--- src/rtl/id_scan_ctrl_pkg.sv ---
// ----------------------------------------------------------------------------
// id_scan_ctrl_pkg
// Shared definitions for the identifier scan controller:
//   - control FSM encodings (IDLE / SCAN / DONE)
//   - classifier state encodings (OTHER / LETTER / NUMBER)
//   - ASCII helper functions is_letter / is_digit
// No ports (package).
// ----------------------------------------------------------------------------
package id_scan_ctrl_pkg;

    // Control FSM encodings
    localparam logic [1:0] ST_IDLE = 2'd0;
    localparam logic [1:0] ST_SCAN = 2'd1;
    localparam logic [1:0] ST_DONE = 2'd2;

    // Classifier state encodings
    localparam logic [1:0] CLS_OTHER  = 2'd0;
    localparam logic [1:0] CLS_LETTER = 2'd1;
    localparam logic [1:0] CLS_NUMBER = 2'd2;

    // a-z or A-Z
    function automatic logic is_letter(input logic [7:0] c);
        return ((c >= 8'h61) && (c <= 8'h7A)) || ((c >= 8'h41) && (c <= 8'h5A));
    endfunction

    // 0-9
    function automatic logic is_digit(input logic [7:0] c);
        return (c >= 8'h30) && (c <= 8'h39);
    endfunction

endpackage

--- src/rtl/id_scan_ctrl_if.sv ---
// ----------------------------------------------------------------------------
// id_scan_ctrl_if
// Byte-stream and status bundle between the host byte source and the
// identifier scan controller.
//
// Handshake: a byte is transferred on a rising clock edge where in_valid and
// in_ready are both high. in_ready is high only while the controller is in
// SCAN; in_char is not sampled when in_ready is low. start is a request that
// is only honoured while the controller is idle.
//
// Signals:
//   start        host -> ctrl  begin a new string (honoured only in IDLE)
//   in_valid     host -> ctrl  in_char carries a byte
//   in_char[7:0] host -> ctrl  ASCII byte
//   in_ready     ctrl -> host  byte is accepted this cycle when in_valid is high
//   busy         ctrl -> host  controller is scanning
//   done         ctrl -> host  one-cycle completion pulse
//   match_count  ctrl -> host  identifiers ending in a digit (saturating)
//   len          ctrl -> host  accepted bytes, terminator excluded
//   overflow     ctrl -> host  string was cut at the maximum length
//   dbg_state    ctrl -> host  control FSM state (debug)
//   dbg_cls      ctrl -> host  classifier state (debug)
// ----------------------------------------------------------------------------
interface id_scan_ctrl_if #(
    parameter int COUNT_W = 8,
    parameter int LEN_W   = 16
) ();
    logic               start;
    logic               in_valid;
    logic [7:0]         in_char;
    logic               in_ready;
    logic               busy;
    logic               done;
    logic [COUNT_W-1:0] match_count;
    logic [LEN_W-1:0]   len;
    logic               overflow;
    logic [1:0]         dbg_state;
    logic [1:0]         dbg_cls;

    // Host side
    modport master (
        output start, in_valid, in_char,
        input  in_ready, busy, done, match_count, len, overflow, dbg_state, dbg_cls
    );

    // Controller side
    modport slave (
        input  start, in_valid, in_char,
        output in_ready, busy, done, match_count, len, overflow, dbg_state, dbg_cls
    );
endinterface

--- src/rtl/id_scan_ctrl_char_class.sv ---
// ----------------------------------------------------------------------------
// id_scan_ctrl_char_class
// Combinational letter/number/other recognizer step. The owning controller
// keeps the state register; this block only computes the transition.
//
// Ports:
//   i_cls[1:0]       current classifier state
//   i_char[7:0]      byte being consumed
//   o_next_cls[1:0]  classifier state after consuming i_char
//   o_match_end      an identifier ending in a digit just completed
//                    (state was NUMBER and i_char is not alphanumeric)
// ----------------------------------------------------------------------------
module id_scan_ctrl_char_class
    import id_scan_ctrl_pkg::*;
(
    input  logic [1:0] i_cls,
    input  logic [7:0] i_char,
    output logic [1:0] o_next_cls,
    output logic       o_match_end
);

    logic w_letter;
    logic w_digit;
    logic w_in_ident;

    assign w_letter   = is_letter(i_char);
    assign w_digit    = is_digit(i_char);
    // A digit only extends an identifier that has already started with a letter
    assign w_in_ident = (i_cls == CLS_LETTER) || (i_cls == CLS_NUMBER);

    always_comb begin
        o_next_cls  = CLS_OTHER;
        o_match_end = 1'b0;
        if (w_letter) begin
            o_next_cls = CLS_LETTER;
        end else if (w_digit && w_in_ident) begin
            o_next_cls = CLS_NUMBER;
        end
        o_match_end = (i_cls == CLS_NUMBER) && !w_letter && !w_digit;
    end

endmodule

--- src/rtl/id_scan_ctrl.sv ---
// ----------------------------------------------------------------------------
// id_scan_ctrl
// Accepts a terminated byte string over a valid/ready handshake, runs each
// byte through the character classifier and counts identifiers whose last
// character is a digit. Reports count, length and overflow with a one-cycle
// done pulse.
//
// Ports:
//   clk    clock, all state updates on posedge
//   reset  synchronous, active-high reset
//   bus    id_scan_ctrl_if.slave (start/in_valid/in_char in;
//          in_ready/busy/done/match_count/len/overflow/debug out)
//
// Parameters:
//   COUNT_W  width of match_count (saturating)
//   LEN_W    width of len
//   MAX_LEN  maximum non-terminator bytes per string (1 .. 2^LEN_W-1)
//   TERM     terminator byte
// ----------------------------------------------------------------------------
module id_scan_ctrl
    import id_scan_ctrl_pkg::*;
#(
    parameter int         COUNT_W = 8,
    parameter int         LEN_W   = 16,
    parameter int         MAX_LEN = 1024,
    parameter logic [7:0] TERM    = 8'h00
) (
    input  logic         clk,
    input  logic         reset,
    id_scan_ctrl_if.slave bus
);

    localparam logic [LEN_W-1:0]   MAX_LEN_V = LEN_W'(MAX_LEN);
    localparam logic [COUNT_W+1:0] CNT_MAX   = {2'b00, {COUNT_W{1'b1}}};

    logic [1:0]         r_state;
    logic [1:0]         r_cls;
    logic [COUNT_W-1:0] r_match_count;
    logic [LEN_W-1:0]   r_len;
    logic               r_overflow;

    logic               w_accept;
    logic               w_is_term;
    logic [1:0]         w_next_cls;
    logic               w_match_end;
    logic [LEN_W-1:0]   w_len_next;
    logic               w_hit_max;
    logic [1:0]         w_inc;
    logic [COUNT_W+1:0] w_sum;
    logic [COUNT_W-1:0] w_count_next;

    id_scan_ctrl_char_class u_char_class (
        .i_cls       (r_cls),
        .i_char      (bus.in_char),
        .o_next_cls  (w_next_cls),
        .o_match_end (w_match_end)
    );

    assign w_accept   = (r_state == ST_SCAN) && bus.in_valid;
    assign w_is_term  = (bus.in_char == TERM);
    assign w_len_next = r_len + 1'b1;
    assign w_hit_max  = (w_len_next == MAX_LEN_V);

    // Increment for the current accepted byte. A byte that fills the string
    // is followed by an implicit terminator, so a NUMBER result adds one more.
    always_comb begin
        w_inc = 2'd0;
        if (w_is_term) begin
            w_inc = (r_cls == CLS_NUMBER) ? 2'd1 : 2'd0;
        end else begin
            w_inc = {1'b0, w_match_end}
                  + {1'b0, (w_hit_max && (w_next_cls == CLS_NUMBER))};
        end
    end

    // Saturating add, computed two bits wider so the clamp covers the +2 case
    assign w_sum        = {2'b00, r_match_count} + {{COUNT_W{1'b0}}, w_inc};
    assign w_count_next = (w_sum > CNT_MAX) ? {COUNT_W{1'b1}} : w_sum[COUNT_W-1:0];

    always_ff @(posedge clk) begin
        if (reset) begin
            r_state       <= ST_IDLE;
            r_cls         <= CLS_OTHER;
            r_match_count <= '0;
            r_len         <= '0;
            r_overflow    <= 1'b0;
        end else begin
            case (r_state)
                ST_IDLE: begin
                    if (bus.start) begin
                        r_state       <= ST_SCAN;
                        r_cls         <= CLS_OTHER;
                        r_match_count <= '0;
                        r_len         <= '0;
                        r_overflow    <= 1'b0;
                    end
                end
                ST_SCAN: begin
                    if (w_accept) begin
                        r_match_count <= w_count_next;
                        if (w_is_term) begin
                            r_state <= ST_DONE;
                        end else begin
                            r_len <= w_len_next;
                            r_cls <= w_next_cls;
                            if (w_hit_max) begin
                                r_overflow <= 1'b1;
                                r_state    <= ST_DONE;
                            end
                        end
                    end
                end
                ST_DONE: begin
                    r_state <= ST_IDLE;
                end
                default: begin
                    r_state <= ST_IDLE;
                end
            endcase
        end
    end

    assign bus.in_ready    = (r_state == ST_SCAN);
    assign bus.busy        = (r_state == ST_SCAN);
    assign bus.done        = (r_state == ST_DONE);
    assign bus.match_count = r_match_count;
    assign bus.len         = r_len;
    assign bus.overflow    = r_overflow;
    assign bus.dbg_state   = r_state;
    assign bus.dbg_cls     = r_cls;

endmodule
--- src/flat_wrapper.sv ---
// flat-port wrapper written by rule: the top's interface ports become plain ports
module id_scan_ctrl_flat import id_scan_ctrl_pkg::*;
#(
    parameter int         COUNT_W = 8,
    parameter int         LEN_W   = 16,
    parameter int         MAX_LEN = 1024,
    parameter logic [7:0] TERM    = 8'h00
)
  (clk, reset, bus_start, bus_in_valid, bus_in_char, bus_in_ready, bus_busy, bus_done, bus_match_count, bus_len, bus_overflow, bus_dbg_state, bus_dbg_cls);
  id_scan_ctrl_if #(.COUNT_W(COUNT_W), .LEN_W(LEN_W)) bus_i ();
  input  logic clk;
  input  logic reset;
  input wire logic [$bits(bus_i.start)-1:0] bus_start;
  input wire logic [$bits(bus_i.in_valid)-1:0] bus_in_valid;
  input wire logic [$bits(bus_i.in_char)-1:0] bus_in_char;
  output wire logic [$bits(bus_i.in_ready)-1:0] bus_in_ready;
  output wire logic [$bits(bus_i.busy)-1:0] bus_busy;
  output wire logic [$bits(bus_i.done)-1:0] bus_done;
  output wire logic [$bits(bus_i.match_count)-1:0] bus_match_count;
  output wire logic [$bits(bus_i.len)-1:0] bus_len;
  output wire logic [$bits(bus_i.overflow)-1:0] bus_overflow;
  output wire logic [$bits(bus_i.dbg_state)-1:0] bus_dbg_state;
  output wire logic [$bits(bus_i.dbg_cls)-1:0] bus_dbg_cls;
  assign bus_i.start = bus_start;
  assign bus_i.in_valid = bus_in_valid;
  assign bus_i.in_char = bus_in_char;
  assign bus_in_ready = bus_i.in_ready;
  assign bus_busy = bus_i.busy;
  assign bus_done = bus_i.done;
  assign bus_match_count = bus_i.match_count;
  assign bus_len = bus_i.len;
  assign bus_overflow = bus_i.overflow;
  assign bus_dbg_state = bus_i.dbg_state;
  assign bus_dbg_cls = bus_i.dbg_cls;
  id_scan_ctrl #(.COUNT_W(COUNT_W), .LEN_W(LEN_W), .MAX_LEN(MAX_LEN), .TERM(TERM)) u_core (.clk(clk), .reset(reset), .bus(bus_i));
endmodule
--- config.mk ---
export PLATFORM = sky130hd
export DESIGN_NAME = id_scan_ctrl_flat
export DESIGN_NICKNAME = d
export VERILOG_FILES = /design/src/rtl/id_scan_ctrl_pkg.sv /design/src/rtl/id_scan_ctrl_if.sv /design/src/rtl/id_scan_ctrl_char_class.sv /design/src/rtl/id_scan_ctrl.sv /design/src/flat_wrapper.sv
export SDC_FILE = /design/constraint.sdc
export NUM_CORES = 1
export LEC_CHECK = 0
export CELL_PAD_IN_SITES_DETAIL_PLACEMENT = 0
export CELL_PAD_IN_SITES_GLOBAL_PLACEMENT = 1
export CORE_UTILIZATION = 32
export CTS_CLUSTER_SIZE = 14
export DETAILED_ROUTE_END_ITERATION = 8
export GPL_TIMING_DRIVEN = 0
export HOLD_SLACK_MARGIN = 0.03
export PLACE_DENSITY_LB_ADDON = 0.12
export SYNTH_ARGS = -nofsm -noshare
export SYNTH_HDL_FRONTEND = slang
export SYNTH_SLANG_ARGS = --single-unit
--- constraint.sdc ---
create_clock -name clk -period 3.45 [get_ports clk]
set_input_delay 0.69 -clock clk [delete_from_list [all_inputs] [get_ports clk]]
set_output_delay 0.69 -clock clk [all_outputs]
set_load 0.05 [all_outputs]
# Word-level counts from Yosys, hierarchy flattened
# Cells that the tools add are included.
[op_classes]
addsub = 3
n_eq_ne = 11
mux = 26
reduce_logical = 19
order_cmp = 7
[op_table]
columns = ["op", "n"]
rows = [
  ["two-way mux 16 bit", 3],
  ["case mux 16 bit (2 select lines)", 1],
  ["two-way mux 8 bit", 3],
  ["two-way mux 2 bit", 10],
  ["adder 16 x 1 -> 16 bit (second input constant)", 1],
  ["equality test 16 x 11 -> 1 bit (second input constant)", 1],
  [">= comparator 8 x 7 -> 1 bit (second input constant)", 2],
  ["less-or-equal comparator 8 x 7 -> 1 bit (second input constant)", 2],
  ["case mux 8 bit (2 select lines)", 1],
  ["greater-than comparator 10 x 8 -> 1 bit (second input constant)", 1],
  ["adder 8 x 2 -> 9 bit", 1],
  [">= comparator 8 x 6 -> 1 bit (second input constant)", 1],
  ["less-or-equal comparator 8 x 6 -> 1 bit (second input constant)", 1],
  ["logical AND 1 bit", 8],
  ["logical NOT 8 bit", 1],
  ["case mux 2 bit (2 select lines)", 2],
  ["equality test 2 bit (second input constant)", 3],
  ["AND reduction 3 bit", 2],
  ["two-way mux 1 bit", 5],
  ["AND reduction 5 bit", 1],
  ["equality test 2 x 1 -> 1 bit (second input constant)", 2],
  ["inequality test 2 x 1 -> 1 bit (second input constant)", 2],
  ["inequality test 2 bit (second input constant)", 2],
  ["AND reduction 4 bit", 1],
  ["other kinds (7)", 9],
]
[word_totals]
output_inout_bits = 32
wordCells = 71
ff_bits = 29
inputBits = 12

# Longest topological paths before layout
# Gate-level depths: netlist of run 1.
[logic_depth]
ltp_word = 14
depth_mapped = 17
mapped_depth_nobuf = 16

# Cells and area by module
# A second synthesis of run 1 with hierarchy kept.
[unflattened]
hier_cells = 246
hier_area_um2 = 1903.1
[modules_own_cells]
columns = ["mod", "instances", "area_per_inst_um2", "cells_per_inst"]
rows = [
  ["id_scan_ctrl", 1, 1809.2, 231],
  ["id_scan_ctrl_char_class", 1, 93.8, 15],
]

# Worst setup path after synthesis of run 1
# Ideal clock, no wire load.
[synth_path]
path_type = "register to register"
start = "register u_core.r_len[0] (netlist: u_core.bus.len[0])"
end = "register u_core.r_match_count[7] (netlist: u_core.bus.match_count[7])"
setup_slack_ns = -0.810
stages_incl_launch_ff = 16
arrival_ns = 4.115
setup_time_ns = 0.145
path_cell_list = "dfxtp_1 > ha_1 > and3_1 > buf_2 > mux2i_1 > a41oi_1 > nor4_1 > and2_1 > ha_1 > mux2_2 > ha_1 > fa_1 > and3_1 > and3_1 > o41ai_1 > a221oi_1"
[synth_via]
elab_chain_len = 10
[synth_lines]
columns = ["element", "line_no", "source"]
rows = [
  ["from (decl)", "id_scan_ctrl.sv:39", "logic [LEN_W-1:0] r_len;"],
  ["from (signal assigned)", "id_scan_ctrl.sv:104", "r_len <= w_len_next;"],
  ["adder 16 x 1 -> 16 bit (*)", "id_scan_ctrl.sv:61", "assign w_len_next = r_len + 1'b1;"],
  ["equality test 16 x 11 -> 1 bit (*)", "id_scan_ctrl.sv:62", "assign w_hit_max = (w_len_next == MAX_LEN_V);"],
  ["logical AND 1 bit (*)", "id_scan_ctrl.sv:72", "+ {1'b0, (w_hit_max && (w_next_cls == CLS_NUMBER))};"],
  ["adder 1 x 1 -> 2 bit (*)", "id_scan_ctrl.sv:72", ""],
  ["two-way mux 2 bit (*)", "id_scan_ctrl.sv:68", "if (w_is_term) begin"],
  ["adder 8 x 2 -> 9 bit (*)", "id_scan_ctrl.sv:77", "assign w_sum = {2'b00, r_match_count} + {{COUNT_W{1'b0}}, w_inc};"],
  ["greater-than comparator 10 x 8 -> 1 bit", "id_scan_ctrl.sv:78", "assign w_count_next = (w_sum > CNT_MAX) ? {COUNT_W{1'b1}} : w_sum[COUNT_W-1:0];"],
  ["two-way mux 8 bit (*)", "id_scan_ctrl.sv:78", ""],
  ["two-way mux 8 bit (*)", "id_scan_ctrl.sv:99", "if (w_accept) begin"],
  ["case mux 8 bit (2 select lines) (*)", "id_scan_ctrl.sv:88", "case (r_state)"],
  ["to (signal assigned)", "id_scan_ctrl.sv:100", "r_match_count <= w_count_next;"],
  ["to (decl)", "id_scan_ctrl.sv:38", "logic [COUNT_W-1:0] r_match_count;"],
]
# Every way passes the cells marked *; elsewhere a longest branch is shown, timed or not. The select of a mux whose other input is x is not followed.
# A chain may end at the register's enable or synchronous reset.

# Final worst setup path of run 1
[layout_path]
start = "register u_core.r_len[1] (netlist: u_core.bus.len[1])"
end = "register u_core.r_match_count[3] (netlist: u_core.bus.match_count[3])"
# Same word-level chain as after synthesis.

==> impl_metrics.env, run 1 <==
export IMPL_syn_avg_cell_area_um2=7.93
export IMPL_drt_first_iter_violations=90
export IMPL_clock_path_buffers=2
export IMPL_hold_viol_final=0
export IMPL_yosysSeqAreaShare_pct=31.8
export IMPL_grtUsageTotal_pct=18.3
export IMPL_clock_sinks=29
export IMPL_drt_wl_total_um=5180
export IMPL_ys_ff_latch=29
export IMPL_worst_pin_slew_ps=593
export IMPL_top_layer="met4"
export IMPL_whs_path_depth=1
export IMPL_grt_pass1_vias=1802
export IMPL_post_place_ws_ps=-602
export IMPL_synth_nets=249
export IMPL_startpoint_type="register"
export IMPL_cts_made_buffers=5
export IMPL_synth_edf_count=0
export IMPL_cp_end_kind="register"
export IMPL_finalCritPeriodShare_pct=105
export IMPL_wl_met1_um=2490
export IMPL_synth_area_leader_cell="dfxtp_1"
export IMPL_fin_setup_tns_ps=-965
export IMPL_ys_warn_count=0
export IMPL_synth_area_leaders="dfxtp_1 32%, a21oi_1 7.7%, nor2_1 5.1%"
export IMPL_stdcell_count=363
export IMPL_grt_max_degree=11
export IMPL_fin_crit_ps=3620
export IMPL_regToRegEndpoint="u_core.bus.match_count[3]$_SDFFE_PP0P_"
export IMPL_mappedNetlistArea_um2=1820
export IMPL_min_delay_start="u_core.bus.len[15]$_SDFFE_PP0P_"
export IMPL_reg2reg_depth=17
export IMPL_n_fill_cell=567
export IMPL_vias=1929
export IMPL_crit_arrival_ps=3770
export IMPL_die_h_um=77.5
export IMPL_reg2reg_slack_ps=-170
export IMPL_violations="negative setup slack"
export IMPL_finalMaxSlewViolations=0
export IMPL_drcViolationCount=0
export IMPL_core_um2=5510
export IMPL_status="complete, but fails checks"
export IMPL_cts_tree="yes"
export IMPL_clock_skew_ps=5.91
export IMPL_hpwlAfterDp_um=3620
export IMPL_io_pins=44
export IMPL_num_rows=27
export IMPL_relSlewSlack_pct=60.4
export IMPL_dieWidth_um=77.5
export IMPL_grt_overflow_total=0
export IMPL_wl_met3_um=212
export IMPL_first_pass_iters=4
export IMPL_synth_top_cell_area_share_pct=31.8
export IMPL_dp_cells=345
export IMPL_hold_path_end="u_core.bus.len[15]$_SDFFE_PP0P_"
export IMPL_critPathMaxFanout=6
export IMPL_grt_pass1_wl_um=8710
export IMPL_clk_pin_slew_ps=70
export IMPL_htree_levels=2
export IMPL_routed_via_density=5.31
export IMPL_min_path_type="register to register"
export IMPL_die_area_um2=6000
export IMPL_syn2layout_area_growth_pct=46.7
export IMPL_powerDensity_nw_per_um2=270
export IMPL_portBuffers=43
export IMPL_required_ps=3600
export IMPL_wl_met2_um=2430
export IMPL_critPathKind="register to register"
export IMPL_total_power_mw=0.723
export IMPL_ant_nets=0
export IMPL_nNetsFinal=309
export IMPL_utilization_pct=48.6
export IMPL_synthCells=230
export IMPL_antenna_found_initial=0
export IMPL_timing_fmax_ghz=0.276
export IMPL_wl_per_cell_um=14.3
export IMPL_gp_congestion=0.817
export IMPL_r2r_start="u_core.bus.len[1]$_SDFFE_PP0P_"
export IMPL_fin_ws_ps=-167
export IMPL_synth_async_reset_ratio_pct=0
export IMPL_antenna_cells=0
export IMPL_clock_root_buffer="clkbuf_8"
export IMPL_yosysUniqueCellTypes=53
export IMPL_drive_above_1_share_pct=24.4
export IMPL_initial_core_util_pct=33.1
export IMPL_setup_viol=8
export IMPL_cap_violations=0
export IMPL_ys_flop_type="dfxtp_1"
export IMPL_clk_latency_ps=280
export IMPL_rsz0062_at_grt="yes"
export IMPL_ir_drop_mv=0.140
export IMPL_p_leak_nw=0.948
export IMPL_final_common_cell="clkdlybuf4s50_1"
export IMPL_final_cell_mix="40 x clkdlybuf4s50_1, 28 x a21oi_1, 24 x nor2_1"
==> cell type report <==
class	count	area [um^2]	share of cell area, %
buffer	11	72.6	2.71
clock buffer	5	68.8	2.57
clock inverter	3	17.5	0.655
inverter	3	11.3	0.421
multi-input combinational	186	1290	48.4
sequential	29	609	22.8
tap	72	90.1	3.37
timing repair buffer	54	509	19.0
==> metrics by stage <==
stage	cell area [um^2]	hold WS, ps
global route	2670	525
global placement	2450	459
CTS	2620	494
finish	2670	483
detailed placement	2450	475
floorplan	1930	577
==> registers in the layout, summed over array words and instances (netlist names) <==
name,cells
u_core.bus.dbg_cls,2
u_core.bus.overflow,1
u_core.bus.match_count,8
u_core.bus.len,16
u_core.bus.dbg_state,2
==> cells in the mapped netlist (2+ instances only) <==
master	instances
and2_1	5
nand2_1	18
a21oi_1	28
a22oi_1	4
a31oi_1	2
and4_1	4
buf_4	3
o21ai_0	17
nor4_1	4
xor2_1	3
ha_1	6
nor3_1	6
a21o_1	2
nor2b_1	3
nor2_1	25
inv_1	3
nand3_1	7
nand4b_1	2
dfxtp_1	29
a311oi_1	2
nand2b_1	3
or3_1	3
nand4_1	6
clkbuf_1	2
a211oi_1	4
buf_2	5
mux2i_1	3
xnor2_1	2
and3_1	5
==> kinds of logic (layout without fill, tap and decap cells) <==
family / after synthesis / after routing / synth area share (%)
xor gates and xnor gates: 5 / 5 / 2.40
DFF: 29 / 29 / 31.8
adders and majority gates: 7 / 7 / 5.22
muxes: 4 / 4 / 2.26
and+or+nand+nor: 100 / 100 / 30.3
AOI/OAI and AO/OA: 70 / 70 / 23.4
buffers and inverters: 15 / 76 / 4.53
==> metal layers <==
| layer | vias to the layer above | GRT usage, % |
|---|---|---|
| met2 | 44 | 29.5 |
| met3 | 5 | 3.88 |
| li1 | 974 | - |
| met5 | - | 0 |
| met4 | 0 | 6.04 |
| met1 | 906 | 24.2 |
==> report_power, final <==
part           switching [mW]  internal [mW]  leakage, nW  total, mW
Sequential            0.00301          0.335        0.243      0.338
Combinational          0.0643         0.0402        0.661      0.104
Clock                   0.141          0.139       0.0439      0.280
Total                   0.208          0.514        0.948      0.723
==> how the worst max path moves through the flow <==
stage / startpoint / end / cells after the start
after floorplan: u_core.bus.len[12]$_SDFFE_PP0P_ / u_core.bus.match_count[3]$_SDFFE_PP0P_ / 16
after detailed placement: bus_in_char[4] / u_core.bus.match_count[3]$_SDFFE_PP0P_ / 14
after global placement: bus_in_char[4] / u_core.bus.match_count[4]$_SDFFE_PP0P_ / 14
after CTS: u_core.bus.len[1]$_SDFFE_PP0P_ / u_core.bus.match_count[3]$_SDFFE_PP0P_ / 17
final: u_core.bus.len[1]$_SDFFE_PP0P_ / u_core.bus.match_count[3]$_SDFFE_PP0P_ / 17
after global routing: u_core.bus.len[1]$_SDFFE_PP0P_ / u_core.bus.match_count[3]$_SDFFE_PP0P_ / 17
==> critical path: stages (launching register included) <==
cell     delay [ps]
dfxtp_4         370
ha_4            140
and3_4          180
buf_6           130
mux2i_2         230
a41oi_2         160
nor4_4          310
and2_1          180
ha_1            220
mux2_4          280
ha_4            170
fa_2            340
and3_4          190
and3_4          200
nand3_4          90
o21ai_1          70
a22oi_1         190
nor2_1           60
==> what timing repair did <==
item | 4_1_cts | 5_1_grt
resized for setup | 13 | 7
setup endpoints to repair | 8 | 8
pin swaps | 9 | 5
hold buffers | 0 | 0
buffers inserted | 9 | 2
Power figures use the tool's default switching activity.
==> run 2: changes to the inputs <==
- CTS_CLUSTER_DIAMETER: not set -> 120
- clock period: 3.45 -> 3 ns (I/O delays scaled with it)
==> run 2 against run 1 <==
  * Global-route usage down 0.075 points
  * Wire length unchanged
  * Largest power group unchanged
  * Combinational power up 16%
  * The flow still finishes with violations (negative setup slack)
  * Hold slack better by 1.3 ps
  * Count of clock-buffer cells in the layout unchanged
  * Critical path depth unchanged
  * Register-to-register slack worse by 460 ps
  * Clock skew down 2.3 ps
  * Setup slack worse by 460 ps
==> impl_metrics.env, run 2 (synthesis gave the netlist of run 1 again) <==
export IMPL_clockPowerShare_pct=38.8
export IMPL_finalCritPeriodShare_pct=121
export IMPL_relSlewSlack_pct=59.4
export IMPL_critPathMaxFanout=6
export IMPL_internal_power_mw=0.593
export IMPL_worst_pin_slew_ps=609
export IMPL_design_area_um2=2670
export IMPL_clock_root_buffer="clkbuf_8"
export IMPL_num_rows=27
export IMPL_p_leak_nw=0.938
export IMPL_grtUsageTotal_pct=18.2
export IMPL_htree_levels=2
export IMPL_grt_max_degree=11
export IMPL_clk_pin_slew_ps=70
export IMPL_pwr_share_seq_pct=46.7
export IMPL_cap_violations=0
export IMPL_io_pins=44
export IMPL_rsz0062_at_grt="yes"
export IMPL_p_comb_share_pct=14.6
export IMPL_powerDensity_nw_per_um2=313
export IMPL_wl_per_cell_um=14.3
export IMPL_routed_via_density=5.32
export IMPL_ant_nets=0
export IMPL_drcViolationCount=0
export IMPL_fin_ws_ps=-625
export IMPL_required_ps=3150
export IMPL_final_cell_mix="43 x clkdlybuf4s50_1, 28 x a21oi_1, 24 x nor2_1"
export IMPL_whs_path_depth=1
export IMPL_startpoint_type="register"
export IMPL_antenna_found_initial=0
export IMPL_dp_cells=345
export IMPL_min_path_type="register to register"
export IMPL_setup_viol=8
export IMPL_clock_path_buffers=2
export IMPL_stdcell_count=362
export IMPL_timing_fmax_ghz=0.276
export IMPL_critPathKind="register to register"
export IMPL_gp_congestion=0.817
export IMPL_utilization_pct=48.4
export IMPL_clock_sinks=29
export IMPL_die_area_um2=6000
export IMPL_fin_crit_ps=3620
export IMPL_drive_above_1_share_pct=24.5
export IMPL_portBuffers=43
export IMPL_largest_reg_flops=16
export IMPL_holdBufCountCts=0
export IMPL_vias=1927
export IMPL_post_place_ws_ps=-962
export IMPL_status="complete, but fails checks"
export IMPL_drt_first_iter_violations=76
export IMPL_drt_wl_total_um=5180
export IMPL_p_switching_mw=0.241
export IMPL_reg2reg_slack_ps=-620
export IMPL_violations="negative setup slack"
export IMPL_clock_skew_ps=3.60
export IMPL_syn2layout_area_growth_pct=46.3
export IMPL_final_common_cell="clkdlybuf4s50_1"
export IMPL_n_fill_cell=563
export IMPL_dieWidth_um=77.5
export IMPL_holdWs_ps=484
export IMPL_first_pass_iters=4
export IMPL_cts_made_buffers=5
export IMPL_hold_viol_final=0
export IMPL_core_um2=5510
export IMPL_placed_cell_area_um2=2450
export IMPL_grt_overflow_total=0
export IMPL_cp_end_kind="register"
export IMPL_clk_latency_ps=280
export IMPL_hpwlAfterDp_um=3620
export IMPL_grt_pass1_vias=1789
export IMPL_cts_tree="yes"
export IMPL_reg2reg_depth=17
export IMPL_nNetsFinal=308
export IMPL_initial_core_util_pct=33.1
export IMPL_ir_drop_mv=0.161
export IMPL_die_h_um=77.5
export IMPL_crit_arrival_ps=3780
export IMPL_switching_share_pct=28.9
export IMPL_finalMaxSlewViolations=0
export IMPL_antenna_cells=0
export IMPL_grt_pass1_wl_um=8680
==> run 2: cell count changes in the layout (fill, tap and decap cells not counted), sizes merged <==
cell	delta
buf	-1
clkdlybuf4s50	+3
dlygate4sd2	-3
==> run 2: repair_timing <==
| item | in CTS | in global routing |
|---|---|---|
| gates resized for setup | 9 | 8 |
| endpoints found under the setup margin | 8 | 8 |
| pin swaps | 6 | 5 |
| endpoints found under the hold margin | 0 | 0 |
| buffers inserted | 8 | 2 |
==> run 2: worst paths after layout <==
path                                        start                                     end
setup reg to reg   u_core.bus.len[1]$_SDFFE_PP0P_  u_core.bus.match_count[3]$_SDFFE_PP0P_
hold reg to reg   u_core.bus.len[15]$_SDFFE_PP0P_         u_core.bus.len[15]$_SDFFE_PP0P_
hold / removal    u_core.bus.len[15]$_SDFFE_PP0P_         u_core.bus.len[15]$_SDFFE_PP0P_
setup / recovery   u_core.bus.len[1]$_SDFFE_PP0P_  u_core.bus.match_count[3]$_SDFFE_PP0P_
==> run 2: critical path, stage by stage, from the launching register on <==
cell,delay (ps)
dfxtp_4,370
ha_4,140
and3_4,180
buf_6,130
mux2i_2,230
a41oi_2,160
nor4_4,310
and2_1,180
ha_1,220
mux2_4,280
ha_4,170
fa_2,340
and3_4,190
and3_4,200
nand3_4,90
o21ai_1,70
a22oi_1,190
nor2_1,60
==> run 2: final cells by class <==
| cell class | instances | area, um^2 | area share (%) |
|---|---|---|---|
| Clock inverter | 3 | 17.5 | 0.657 |
| Tap cell | 72 | 90.1 | 3.38 |
| Multi-Input combinational cell | 186 | 1290 | 48.5 |
| Timing Repair Buffer | 53 | 505 | 18.9 |
| Clock buffer | 5 | 68.8 | 2.58 |
| Sequential cell | 29 | 609 | 22.8 |
| Buffer | 11 | 72.6 | 2.72 |
| Inverter | 3 | 11.3 | 0.422 |
==> run 2: per-stage QoR <==
stage          total power [mW]  setup TNS, ps
2_1_floorplan             0.466          -4160
3_3_place_gp              0.513          -7120
3_5_place_dp              0.513          -7230
4_1_cts                   0.845          -4430
5_1_grt                   0.880          -5740
6_report                  0.834          -4620
==> run 2: power by group through the flow <==
stage | Clock [mW] | Sequential (mW) | Combinational (mW)
detailed placement | 0 | 0.401 | 0.112
global route | 0.359 | 0.390 | 0.131
finish | 0.323 | 0.389 | 0.121
floorplan | 0 | 0.410 | 0.0557
CTS | 0.335 | 0.389 | 0.121
global placement | 0 | 0.401 | 0.112
==> run 2: per-layer routing <==
| layer | track usage, % | vias to the layer above | routed length [um] |
|---|---|---|---|
| met4 | 5.66 | 0 | 67 |
| met1 | 24.1 | 913 | 2560 |
| li1 | - | 972 | - |
| met3 | 3.88 | 7 | 198 |
| met2 | 29.6 | 35 | 2360 |
| met5 | 0 | - | 0 |
